### src/rtl/wb_resp_pkg.sv
// -----------------------------------------------------------------------------
// wb_resp_pkg
// Shared types and helpers for the Wishbone classic bus responder.
//   resp_state_e    : per-channel FSM state (IDLE / WAIT / RESP)
//   wait_cnt_width(): bits needed for a wait counter that counts 0..max_wait,
//                     never less than 1 so MAX_WAIT=0 still gives a legal vector
// -----------------------------------------------------------------------------
package wb_resp_pkg;

    typedef enum logic [1:0] {
        IDLE = 2'd0,
        WAIT = 2'd1,
        RESP = 2'd2
    } resp_state_e;

    function automatic int wait_cnt_width(input int max_wait);
        int w;
        w = $clog2(max_wait + 1);
        if (w < 1) begin
            w = 1;
        end
        return w;
    endfunction

endpackage

### src/rtl/wb_resp_channel.sv
// -----------------------------------------------------------------------------
// wb_resp_channel
// One Wishbone classic slave responder channel: request FSM with bounded,
// externally chosen wait states, request capture, protocol checker and
// saturating transaction/abort counters.
// Ports:
//   clock, reset_n       : clock, asynchronous active-low reset
//   i_cyc/i_stb/i_we     : master control
//   i_adr/i_sel/i_dat    : master address, byte select, write data
//   i_rand_ack/i_rand_err: choice to respond now / respond with ERR
//   i_rand_data          : read data offered in the decision cycle
//   o_ack/o_err/o_dat    : registered response (high only in RESP)
//   o_violation          : sticky master protocol violation
//   o_txn_count          : completed responses, saturating
//   o_abort_count        : CYC drops while a request was pending, saturating
// -----------------------------------------------------------------------------
module wb_resp_channel
    import wb_resp_pkg::*;
#(
    parameter int ADDR_W     = 30,
    parameter int DATA_W     = 32,
    parameter int MAX_WAIT   = 3,
    parameter int ERR_ENABLE = 0,
    parameter int CNT_W      = 16
) (
    input  logic                clock,
    input  logic                reset_n,
    input  logic                i_cyc,
    input  logic                i_stb,
    input  logic                i_we,
    input  logic [ADDR_W-1:0]   i_adr,
    input  logic [DATA_W/8-1:0] i_sel,
    input  logic [DATA_W-1:0]   i_dat,
    input  logic                i_rand_ack,
    input  logic                i_rand_err,
    input  logic [DATA_W-1:0]   i_rand_data,
    output logic                o_ack,
    output logic                o_err,
    output logic [DATA_W-1:0]   o_dat,
    output logic                o_violation,
    output logic [CNT_W-1:0]    o_txn_count,
    output logic [CNT_W-1:0]    o_abort_count
);

    localparam int                SEL_W   = DATA_W / 8;
    localparam int                WAIT_W  = wait_cnt_width(MAX_WAIT);
    localparam logic [WAIT_W-1:0] MAX_CNT = WAIT_W'(MAX_WAIT);

    resp_state_e         r_state;
    resp_state_e         w_state_next;
    logic [WAIT_W-1:0]   r_wait_cnt;
    logic [WAIT_W-1:0]   w_wait_next;

    logic [ADDR_W-1:0]   r_adr;
    logic                r_we;
    logic [SEL_W-1:0]    r_sel;
    logic [DATA_W-1:0]   r_dat;

    logic                r_ack;
    logic                r_err;
    logic [DATA_W-1:0]   r_dat_miso;
    logic                r_violation;
    logic [CNT_W-1:0]    r_txn_count;
    logic [CNT_W-1:0]    r_abort_count;

    logic                w_req;
    logic                w_is_err;
    logic                w_capture;
    logic                w_respond;
    logic                w_abort;
    logic                w_resp_we;
    logic                w_viol_now;

    assign w_req    = i_cyc & i_stb;
    assign w_is_err = (ERR_ENABLE != 0) & i_rand_err;

    // Next-state logic. In IDLE the wait count is taken as zero, so only
    // MAX_WAIT=0 forces an immediate response without rand_ack.
    always_comb begin
        w_state_next = r_state;
        w_wait_next  = r_wait_cnt;
        w_capture    = 1'b0;
        w_respond    = 1'b0;
        w_abort      = 1'b0;
        case (r_state)
            IDLE: begin
                if (w_req) begin
                    w_capture = 1'b1;
                    if (i_rand_ack || (MAX_WAIT == 0)) begin
                        w_state_next = RESP;
                        w_respond    = 1'b1;
                        w_wait_next  = '0;
                    end else begin
                        w_state_next = WAIT;
                        w_wait_next  = WAIT_W'(1);
                    end
                end
            end
            WAIT: begin
                // Abort has priority over a simultaneous response decision.
                if (!i_cyc) begin
                    w_state_next = IDLE;
                    w_abort      = 1'b1;
                    w_wait_next  = '0;
                end else if (i_rand_ack || (r_wait_cnt == MAX_CNT)) begin
                    w_state_next = RESP;
                    w_respond    = 1'b1;
                    w_wait_next  = '0;
                end else begin
                    w_wait_next  = r_wait_cnt + WAIT_W'(1);
                end
            end
            RESP: begin
                w_state_next = IDLE;
            end
            default: begin
                w_state_next = IDLE;
                w_wait_next  = '0;
            end
        endcase
    end

    // The direction of the request being answered: live in IDLE (it is
    // captured in that same cycle), the captured copy in WAIT.
    assign w_resp_we = (r_state == IDLE) ? i_we : r_we;

    assign w_viol_now = (i_stb & ~i_cyc)
                      | ((r_state == WAIT) & i_cyc &
                         (~i_stb | (i_adr != r_adr) | (i_we != r_we) |
                          (i_sel != r_sel) | (i_dat != r_dat)));

    always_ff @(posedge clock or negedge reset_n) begin
        if (!reset_n) begin
            r_state    <= IDLE;
            r_wait_cnt <= '0;
        end else begin
            r_state    <= w_state_next;
            r_wait_cnt <= w_wait_next;
        end
    end

    always_ff @(posedge clock or negedge reset_n) begin
        if (!reset_n) begin
            r_adr <= '0;
            r_we  <= 1'b0;
            r_sel <= '0;
            r_dat <= '0;
        end else if (w_capture) begin
            r_adr <= i_adr;
            r_we  <= i_we;
            r_sel <= i_sel;
            r_dat <= i_dat;
        end
    end

    // Response registers are loaded only on the transition into RESP, so
    // they are zero in every other state without extra gating.
    always_ff @(posedge clock or negedge reset_n) begin
        if (!reset_n) begin
            r_ack      <= 1'b0;
            r_err      <= 1'b0;
            r_dat_miso <= '0;
        end else begin
            r_ack      <= w_respond & ~w_is_err;
            r_err      <= w_respond & w_is_err;
            r_dat_miso <= (w_respond && !w_is_err && !w_resp_we) ? i_rand_data : '0;
        end
    end

    always_ff @(posedge clock or negedge reset_n) begin
        if (!reset_n) begin
            r_violation   <= 1'b0;
            r_txn_count   <= '0;
            r_abort_count <= '0;
        end else begin
            r_violation <= r_violation | w_viol_now;
            if ((r_state == RESP) && (r_txn_count != '1)) begin
                r_txn_count <= r_txn_count + CNT_W'(1);
            end
            if (w_abort && (r_abort_count != '1)) begin
                r_abort_count <= r_abort_count + CNT_W'(1);
            end
        end
    end

    assign o_ack         = r_ack;
    assign o_err         = r_err;
    assign o_dat         = r_dat_miso;
    assign o_violation   = r_violation;
    assign o_txn_count   = r_txn_count;
    assign o_abort_count = r_abort_count;

endmodule

### src/rtl/wb_bus_responder.sv
// -----------------------------------------------------------------------------
// wb_bus_responder
// Multi-channel Wishbone classic slave responder. Each channel is an
// independent wb_resp_channel; channel c uses slice [c*W +: W] of every
// packed vector.
// Ports:
//   clock, reset_n                 : clock, asynchronous active-low reset
//   wb_cyc/stb/we/adr/sel/dat_mosi : master request per channel
//   rand_ack/rand_err/rand_data    : response choices per channel
//   wb_ack/wb_err/wb_dat_miso      : registered responses
//   violation                      : sticky protocol-violation flags
//   txn_count/abort_count          : saturating per-channel counters
// -----------------------------------------------------------------------------
module wb_bus_responder
    import wb_resp_pkg::*;
#(
    parameter int NUM_CHANNELS = 2,
    parameter int ADDR_W       = 30,
    parameter int DATA_W       = 32,
    parameter int MAX_WAIT     = 3,
    parameter int ERR_ENABLE   = 0,
    parameter int CNT_W        = 16
) (
    input  logic                             clock,
    input  logic                             reset_n,
    input  logic [NUM_CHANNELS-1:0]          wb_cyc,
    input  logic [NUM_CHANNELS-1:0]          wb_stb,
    input  logic [NUM_CHANNELS-1:0]          wb_we,
    input  logic [NUM_CHANNELS*ADDR_W-1:0]   wb_adr,
    input  logic [NUM_CHANNELS*DATA_W/8-1:0] wb_sel,
    input  logic [NUM_CHANNELS*DATA_W-1:0]   wb_dat_mosi,
    input  logic [NUM_CHANNELS-1:0]          rand_ack,
    input  logic [NUM_CHANNELS-1:0]          rand_err,
    input  logic [NUM_CHANNELS*DATA_W-1:0]   rand_data,
    output logic [NUM_CHANNELS-1:0]          wb_ack,
    output logic [NUM_CHANNELS-1:0]          wb_err,
    output logic [NUM_CHANNELS*DATA_W-1:0]   wb_dat_miso,
    output logic [NUM_CHANNELS-1:0]          violation,
    output logic [NUM_CHANNELS*CNT_W-1:0]    txn_count,
    output logic [NUM_CHANNELS*CNT_W-1:0]    abort_count
);

    localparam int SEL_W = DATA_W / 8;

    for (genvar gi = 0; gi < NUM_CHANNELS; gi++) begin : g_ch
        wb_resp_channel #(
            .ADDR_W     (ADDR_W),
            .DATA_W     (DATA_W),
            .MAX_WAIT   (MAX_WAIT),
            .ERR_ENABLE (ERR_ENABLE),
            .CNT_W      (CNT_W)
        ) u_channel (
            .clock         (clock),
            .reset_n       (reset_n),
            .i_cyc         (wb_cyc[gi]),
            .i_stb         (wb_stb[gi]),
            .i_we          (wb_we[gi]),
            .i_adr         (wb_adr[gi*ADDR_W +: ADDR_W]),
            .i_sel         (wb_sel[gi*SEL_W +: SEL_W]),
            .i_dat         (wb_dat_mosi[gi*DATA_W +: DATA_W]),
            .i_rand_ack    (rand_ack[gi]),
            .i_rand_err    (rand_err[gi]),
            .i_rand_data   (rand_data[gi*DATA_W +: DATA_W]),
            .o_ack         (wb_ack[gi]),
            .o_err         (wb_err[gi]),
            .o_dat         (wb_dat_miso[gi*DATA_W +: DATA_W]),
            .o_violation   (violation[gi]),
            .o_txn_count   (txn_count[gi*CNT_W +: CNT_W]),
            .o_abort_count (abort_count[gi*CNT_W +: CNT_W])
        );
    end

endmodule

### config.mk
export PLATFORM = sky130hd
export DESIGN_NAME = wb_bus_responder
export DESIGN_NICKNAME = d
export VERILOG_FILES = /design/src/rtl/wb_resp_pkg.sv /design/src/rtl/wb_resp_channel.sv /design/src/rtl/wb_bus_responder.sv
export SDC_FILE = /design/constraint.sdc
export NUM_CORES = 1
export LEC_CHECK = 0
export ABC_CLOCK_PERIOD_IN_PS = 3460
export CORE_ASPECT_RATIO = 0.75
export CORE_MARGIN = 3
export CORE_UTILIZATION = 52
export CTS_CLUSTER_DIAMETER = 100
export DETAILED_ROUTE_END_ITERATION = 8
export PLACE_DENSITY = 0.92
export SYNTH_ARGS = -nofsm -noshare
export SYNTH_HDL_FRONTEND = slang
export SYNTH_HIERARCHICAL = 1
export SYNTH_SLANG_ARGS = --single-unit
### constraint.sdc
create_clock -name clock -period 3.46 [get_ports clock]
set_input_delay 1.038 -clock clock [delete_from_list [all_inputs] [get_ports clock]]
set_output_delay 1.038 -clock clock [all_outputs]
set_load 0.02 [all_outputs]
Word level (Yosys, flattened, before mapping)
Index checks and enable logic that the tools add are counted.

Bits in registers: 274. Input bits: 208. Output and inout port bits: 134. Logic and storage cells: 134.

$add $sub $neg: 6. Eq/ne operators: 22. Mux-type cells: 42. Bitwise operators: 26. Reduce and logical (&&, ||, !) cells: 16.

Operators by type and width (count): 16-bit by 1-bit adder with 16-bit output (second input constant) (4); 32-bit two-way mux (2); 16-bit inequality test (second input constant) (4); 32-bit inequality test (2); 30-bit inequality test (2); 2-bit two-way mux (14); 1-bit two-way mux (20); 1-bit OR (12); 2-bit case mux with 3 select lines (2); 1-bit bitwise AND (8); 2-bit == test (second input constant) (4); 4-bit inequality test (2); 2-bit case mux with 2 select lines (2); 2-bit AND reduction (4); 1-bit logical AND (6); 3-bit by 2-bit inequality test with 1-bit output (second input constant) (2); 1-bit inverter (6); 2-bit by 1-bit adder with 2-bit output (second input constant) (2); 2-bit by 1-bit == test with 1-bit output (second input constant) (2); 2-bit zero test (2); 2-bit by 1-bit inequality test with 1-bit output (second input constant) (2); 1-bit case mux with 2 select lines (2); 1-bit zero test (2); 1-bit logical OR (2); 1-bit inequality test (2).

Depth between registers and ports, before layout
Gate-level depths: netlist of run 1.

Word-level depth: 8. Depth in mapped cells: 7. Gate-level depth less buffers: 6.

Cells and area by module
Netlist of run 1, hierarchy kept.

By module, submodules not included: wb_resp_channel (g_ch[1].u_channel) (times used 1, cells an instance 488, area each 6150.9 sq um, seq. area each 3428.3 sq um); wb_resp_channel (g_ch[0].u_channel) (times used 1, cells an instance 475, area each 6060.8 sq um, seq. area each 3428.3 sq um).

Worst setup path before layout of run 1
OpenSTA, ideal clock, no wires.

Kind: input port to flip-flop. Start: input port wb_adr[22]. End: register g_ch[0].u_channel.r_violation. Setup time: 139 ps. Data arrival time: 2122 ps. Data required time: 3321 ps. Path slack: 1199 ps. Stages: 5. Buffers on the path: 0. Path through: inv_1 a22o_1 a2111oi_0 a41oi_1 or4_1.

Longest elaborated chain between the ends: 8.

Ends and longest elaborated chain: from (decl) (RTL line wb_bus_responder.sv:29) `input logic [NUM_CHANNELS*ADDR_W-1:0] wb_adr,`; 30-bit inequality test (RTL line wb_resp_channel.sv:129) `(~i_stb | (i_adr != r_adr) | (i_we != r_we) |`; 1-bit OR (3 in a row) (RTL line wb_resp_channel.sv:129); 1-bit OR (RTL line wb_resp_channel.sv:130) `(i_sel != r_sel) | (i_dat != r_dat)));`; 1-bit bitwise AND (RTL line wb_resp_channel.sv:128) `| ((r_state == WAIT) & i_cyc &`; 1-bit OR (RTL line wb_resp_channel.sv:128); 1-bit OR (RTL line wb_resp_channel.sv:176) `r_violation <= r_violation | w_viol_now;`; to (signal assigned) (RTL line wb_resp_channel.sv:176); to (decl) (RTL line wb_resp_channel.sv:62) `logic r_violation;`.

No other way between the ends. A chain may end at the register's enable or synchronous reset.

Final worst setup path of run 1
Start: register g_ch[1].u_channel.r_txn_count[7]. End: output port txn_count[23].

RTL lines: from (decl) (RTL line wb_resp_channel.sv:63) `logic [CNT_W-1:0] r_txn_count;`; from (signal assigned) (RTL line wb_resp_channel.sv:178) `r_txn_count <= r_txn_count + CNT_W'(1);`; to (decl) (RTL line wb_bus_responder.sv:39) `output logic [NUM_CHANNELS*CNT_W-1:0] txn_count,`.

No word-level cell between the ends.

==> reports/metrics.cfg, run 1 <==
[status]
status=finished clean

[finish]
final_nets=1523
final_util_pct=74.5
synthToLayoutAreaGrowth_pct=37.7
fin_area_um2=16800
drive_above_1_share_pct=14.1

[floorplan]
core_region_area_um2=22600
chipHeight_um=139
ios=342
start_util_pct=54.1
row_count=47
die_x_um=183
die-area_um2=25400

[clock_tree]
htree_levels=1
cts_hold_buf=0
clk_pin_slew_ns=0.06
post_cts_resized=0
cts-root-buf=clkbuf_16
cts_buffers=27
clock_latency_ns=0.53
cts_tree=done
clkSinkCount=274
clk_path_buf_depth=3
post_cts_buffers=0

[synthesis]
synth_edf_count=0
synth.cell_area_um2=12200
netlist_top_cells_area=dfrtp_1, mux2_2, xnor2_1
synth_cell_types=61
yosysSeqAreaShare_pct=56.1
synth_nets=1177
yosys_warnings=6
synth_ff_type=dfrtp_1
ys_ff_latch=274
yosys.area.top_type_share_pct=56.1
synth_top_area_cell=dfrtp_1
yosysMostFrequentCell=dfrtp_1
postSynth.asyncResetShare_pct=100
synth_common_cells=dfrtp_1, xnor2_1, mux2_2, and2_1, nand2_1
synthCells=963
synth.avg_cell_area_um2=12.7

[worst_setup_path]
crit_chain=clkdlybuf4s50_1
max_stage_delay_ns=0.67
crit_arrival_ns=1.68
crit_path_end_kind=output port
crit_path_start_kind=register
crit_fanout=6
cp_slowest_cell=clkdlybuf4s50_1
startpoint=g_ch[1].u_channel/o_txn_count[7]
crit_family=buffers and inverters
cp_data_required_time_ns=2.42
crit_buf_inv=1
crit_type=register to output port
r2r-start=g_ch[0].u_channel/r_state[0]

[placed_design]
io_buffers=337
dpl.hpwl_um=22400
gp_congestion=0.834
placedInstanceArea_um2=15900

[grt]
grt_pass1_vias=9317
grt_pass1_wl_um=49200
grt_max_degree=86
track_usage_pct=23.9
antenna_found_initial=4
grt_overflow=0

[route]
vias=8645
drt_iter0_drc=506
ant_nets=0
wl_per_cell_um=18.8
viasPerCell=5.32
drc=0
routed_wl_um=30500
drt_first_pass_iters=5

[sta]
rsz0062_at_grt=false
hold_viol=0
drv_slew=0
slew_headroom_pct=55.5
holdWs_ns=0.502
setup_tns_ns=0
post-route-period-util_pct=78.7
timing.fmax_ghz=0.367
tightest_slew_ns=0.668
setup_viol=0
period_minus_slack_ns=2.72
finalClockSkew_ns=0.0168

[pwr]
total_power_mw=8.61
ir_drop_v=0.000409
power_leakage_nw=7.01
pwr_density_cell_nw_per_um2=512

[min_path]
hp-start=g_ch[0].u_channel/o_txn_count[15]
min_path_type=register to register

[flow_run]
timing.max_cap.violations=0

[final timing paths]
| kind | to | slack [ns] | depth (start not counted) |
|---|---|---|---|
| setup / recovery | txn_count[23] | 0.74 | 1 |
| hold / removal | g_ch[0].u_channel/o_txn_count[15] | 0.50 | 1 |
| setup reg to reg | g_ch[0].u_channel/o_abort_count[10] | 1.30 | 5 |
| hold reg to reg | g_ch[0].u_channel/o_txn_count[15] | 0.50 | 1 |
| max in group asynchronous | g_ch[1].u_channel/o_dat[29] | 2.04 | 2 |
| min in group asynchronous | g_ch[1].u_channel/o_abort_count[9] | 0.51 | 1 |
[power by group]
part	switching, mW	leakage [nW]	total, mW	internal, mW
combinational	0.729	3.10	1.71	0.981
clock	1.21	0.430	2.91	1.70
sequential	0.363	3.49	3.99	3.63
total	2.30	7.01	8.61	6.31
[metal layers]
metal / wire length [um] / share of wire (%) / track usage, % / up-vias
li1: - / - / - / 4014
met1: 12000 / 39 / 29.6 / 4269
met2: 15200 / 50 / 41.2 / 307
met3: 2650 / 8.7 / 7.50 / 53
met4: 607 / 2.0 / 5.81 / 2
met5: 13 / 0.043 / 0 / -
[registers in the layout (all words and copies together), names as in the netlist]
signal / count
g_ch.u_channel/r_state: 4
g_ch.u_channel/r_wait_cnt: 4
g_ch.u_channel/r_we: 2
g_ch.u_channel/o_abort_count: 32
g_ch.u_channel/o_ack: 2
g_ch.u_channel/r_adr: 60
g_ch.u_channel/o_dat: 64
g_ch.u_channel/r_sel: 8
g_ch.u_channel/o_violation: 2
g_ch.u_channel/r_dat: 64
g_ch.u_channel/o_txn_count: 32
[metrics by stage]
| step | setup slack, ns | cells |
|---|---|---|
| 2_1_floorplan | 1.20 | 963 |
| 3_3_place_gp | 0.497 | 1574 |
| 3_5_place_dp | 0.414 | 1574 |
| 4_1_cts | 0.714 | 1623 |
| 5_1_grt | 0.686 | 1626 |
| 6_report | 0.738 | 1626 |
[kinds of logic (layout without fill, tap and decap cells)]
family	count (synthesis)	count (layout)	share of synthesized area, %
DFF	274	274	56.1
and+or+nand+nor	265	265	13.1
xor gates and xnor gates	168	168	12.0
muxes	124	124	11.5
AOI/OAI and AO/OA	65	65	4.26
buffers and inverters	59	425	2.25
adders and majority gates	6	6	0.615
other	2	5	0.0615
[final cells by class]
type,count,area [um^2]
flip-flops and latches,274,6860
fillers,1464,5770
multi-input cells,630,5090
repair buffers,345,3500
clock buffers,42,782
well taps,294,368
inverters,31,116
clock inverters,7,91.3
diodes,3,7.51
[layout by cell type, fill, tap and decap left out, types with 7 or more instances in the layout]
| cell type | Yosys | final |
|---|---|---|
| nand2b_1 | 16 | 16 |
| nand3_1 | 21 | 21 |
| dfrtp_1 | 274 | 274 |
| o21ai_0 | 18 | 18 |
| clkbuf_16 | 0 | 27 |
| xnor2_1 | 130 | 130 |
| mux2_1 | 10 | 10 |
| nor2_1 | 16 | 15 |
| inv_1 | 30 | 30 |
| mux2_2 | 111 | 111 |
| a21oi_1 | 8 | 8 |
| nor4_1 | 14 | 14 |
| xor2_1 | 38 | 38 |
| nor2b_1 | 10 | 10 |
| and2_1 | 66 | 66 |
| clkdlybuf4s50_1 | 0 | 336 |
| and3_1 | 13 | 13 |
| o22ai_1 | 7 | 7 |
| clkbuf_1 | 5 | 10 |
| nand4_1 | 41 | 41 |
| nand2_1 | 42 | 42 |
(Power assumes the default switching activity.)
==> inputs of run 2 (changes only) <==
--- a/config.mk
+++ b/config.mk
@@ -5,13 +5,13 @@
 export SDC_FILE = /design/constraint.sdc
 export NUM_CORES = 1
 export LEC_CHECK = 0
-export ABC_CLOCK_PERIOD_IN_PS = 3460
+export ABC_CLOCK_PERIOD_IN_PS = 2500
 export CORE_ASPECT_RATIO = 0.75
 export CORE_MARGIN = 3
-export CORE_UTILIZATION = 52
+export CORE_UTILIZATION = 44
 export CTS_CLUSTER_DIAMETER = 100
 export DETAILED_ROUTE_END_ITERATION = 8
-export PLACE_DENSITY = 0.92
+export PLACE_DENSITY = 0.83
 export SYNTH_ARGS = -nofsm -noshare
 export SYNTH_HDL_FRONTEND = slang
 export SYNTH_HIERARCHICAL = 1
==> constraint.sdc (replaced) <==
create_clock -name clock -period 2.5 [get_ports clock]
set_input_delay 0.75 -clock clock [delete_from_list [all_inputs] [get_ports clock]]
set_output_delay 0.75 -clock clock [all_outputs]
set_load 0.02 [all_outputs]
==> run 2 against run 1 <==
Effect of this change:
- utilization is 11 points lower
- sequential power increased by 38%
- combinational power grew 41%
- highest routed layer unchanged
- global-route usage down 4.0 points
- routed wire length fell by 0.94%
- die area is 17% higher
- clock power grew 44%
- register-to-register slack got worse by 0.88 ns
- worst setup slack got worse by 0.67 ns
- via count about the same
- sequential cell count stayed put
==> reports/metrics.cfg, run 2 (synthesis results as in run 1) <==
[sta]
setup_ws_ns=0.0686
setup_viol=0
finalClockSkew_ns=0.0221
rsz0062_at_grt=false
hold_viol=0
post-route-period-util_pct=97.3
slew_headroom_pct=62.0
period_minus_slack_ns=2.43
timing.fmax_ghz=0.411
tightest_slew_ns=0.570
drv_slew=0
holdWs_ns=0.0684

[worst_setup_path]
crit_fanout=6
r2r-start=g_ch[0].u_channel/o_txn_count[0]
crit_type=register to output port
crit_buf_inv=1
r2r_cells=5
r2r-end=g_ch[0].u_channel/o_txn_count[14]
crit_chain=clkdlybuf4s50_1
max_stage_delay_ns=0.67
crit_path_start_kind=register
cp_data_required_time_ns=1.75
crit_path_end_kind=output port
startpoint=g_ch[0].u_channel/o_txn_count[7]
crit_family=buffers and inverters
cp_slowest_cell=clkdlybuf4s50_1
r2r_setup_slack_ns=0.42
crit_arrival_ns=1.68

[clock_tree]
cts_hold_buf=0
clk_path_buf_depth=3
cts_buffers=29
clk_pin_slew_ns=0.06
cts_tree=done
post_cts_buffers=0
clock_latency_ns=0.56
htree_levels=1
cts-root-buf=clkbuf_16
clkSinkCount=274
post_cts_resized=1

[flow_run]
timing.max_cap.violations=0

[route]
ant_nets=0
drt_first_pass_iters=5
drt_iter0_drc=296
wl_per_cell_um=17.7
viasPerCell=5.06
vias=8638
drc=0
routed_wl_um=30200

[finish]
synthToLayoutAreaGrowth_pct=41.1
layout_common_cells=clkdlybuf4s50_1, dfrtp_1, xnor2_1
final_common_cell=clkdlybuf4s50_1
fin_area_um2=17200
final_util_pct=63.5
final_nets=1552
regArea_um2=6860
fill_cells=2019
multiInputGateArea_um2=5090
drive_above_1_share_pct=15.9

[grt]
grt_pass1_vias=8994
grt_use_met1_pct=25.5
global_route.usage.met3_pct=8.21
top_usage_layer=met2
track_usage_pct=19.9
met2_usage_pct=31.8
grt_pass1_wl_um=47300
antenna_found_initial=8
grt_overflow=0
grt_max_degree=73

[floorplan]
core_region_area_um2=27100
row_count=52
die-area_um2=29800
start_util_pct=45.0
die_x_um=198
chipHeight_um=150
ios=342

[pwr]
power_leakage_nw=7.27
pwr_density_cell_nw_per_um2=702
ir_drop_v=0.000571

[placed_design]
dpl.hpwl_um=22600
io_buffers=337
gp_congestion=0.803
place_ws_ns=-0.188
placedInstanceArea_um2=16300

[status]
status=finished clean

[min_path]
min_path_type=primary input to asynchronous set/reset pin

[run 2: cell count changes in the layout (fill, tap and decap cells not counted)]
cell / previous run / this run
buf_12: 5 / 13
buf_4: 3 / 22
clkbuf_1: 10 / 7
clkbuf_16: 27 / 29
clkdlybuf4s50_1: 336 / 330
clkinv_2: 4 / 1
dlygate4sd2_1: 0 / 1
dlymetal6s2s_1: 0 / 5
inv_6: 0 / 1
[run 2: worst max path at each step]
stage	end	cells past startpoint	slack, ns
detailed placement	g_ch[0].u_channel/o_violation	7	-0.19
global route	abort_count[7]	1	0.005
CTS	txn_count[23]	1	0.003
global placement	g_ch[0].u_channel/o_violation	7	-0.14
finish	txn_count[7]	1	0.07
floorplan	g_ch[0].u_channel/o_violation	5	0.53
[run 2: worst register-to-register path, stage by stage (launching register included)]
cell and delay (ns):
dfrtp_1 0.45, ha_1 0.27, and3_1 0.28, a311oi_4 0.52, nand4_1 0.23, xnor2_1 0.22
[run 2: cell type report]
type                            count  area share [%]
Sequential cell                   274            39.8
Multi-Input combinational cell    630            29.6
Timing Repair Buffer              372            22.1
Clock buffer                       41            4.76
Tap cell                          351            2.55
Inverter                           31           0.675
Clock inverter                      5           0.494
Antenna cell                        3          0.0436
[run 2: power breakdown]
group          switching, mW  leakage (nW)  internal, mW
Clock                   1.71         0.444          2.47
Combinational           1.02          3.34          1.40
Sequential             0.485          3.49          5.02
[run 2: stage by stage]
stage | power, mW | cells | setup TNS, ns
floorplan | 6.83 | 963 | 0
finish | 12.1 | 1707 | 0
global placement | 7.89 | 1658 | -0.142
global route | 12.7 | 1706 | 0
detailed placement | 8.01 | 1658 | -0.198
CTS | 12.3 | 1704 | 0
[run 2: metal layers]
layer  vias up  routed length, um
met5         -                 74
met4        12                483
met3        50               3100
met2       260              14000
met1      4247              12500
li1       4069                  -
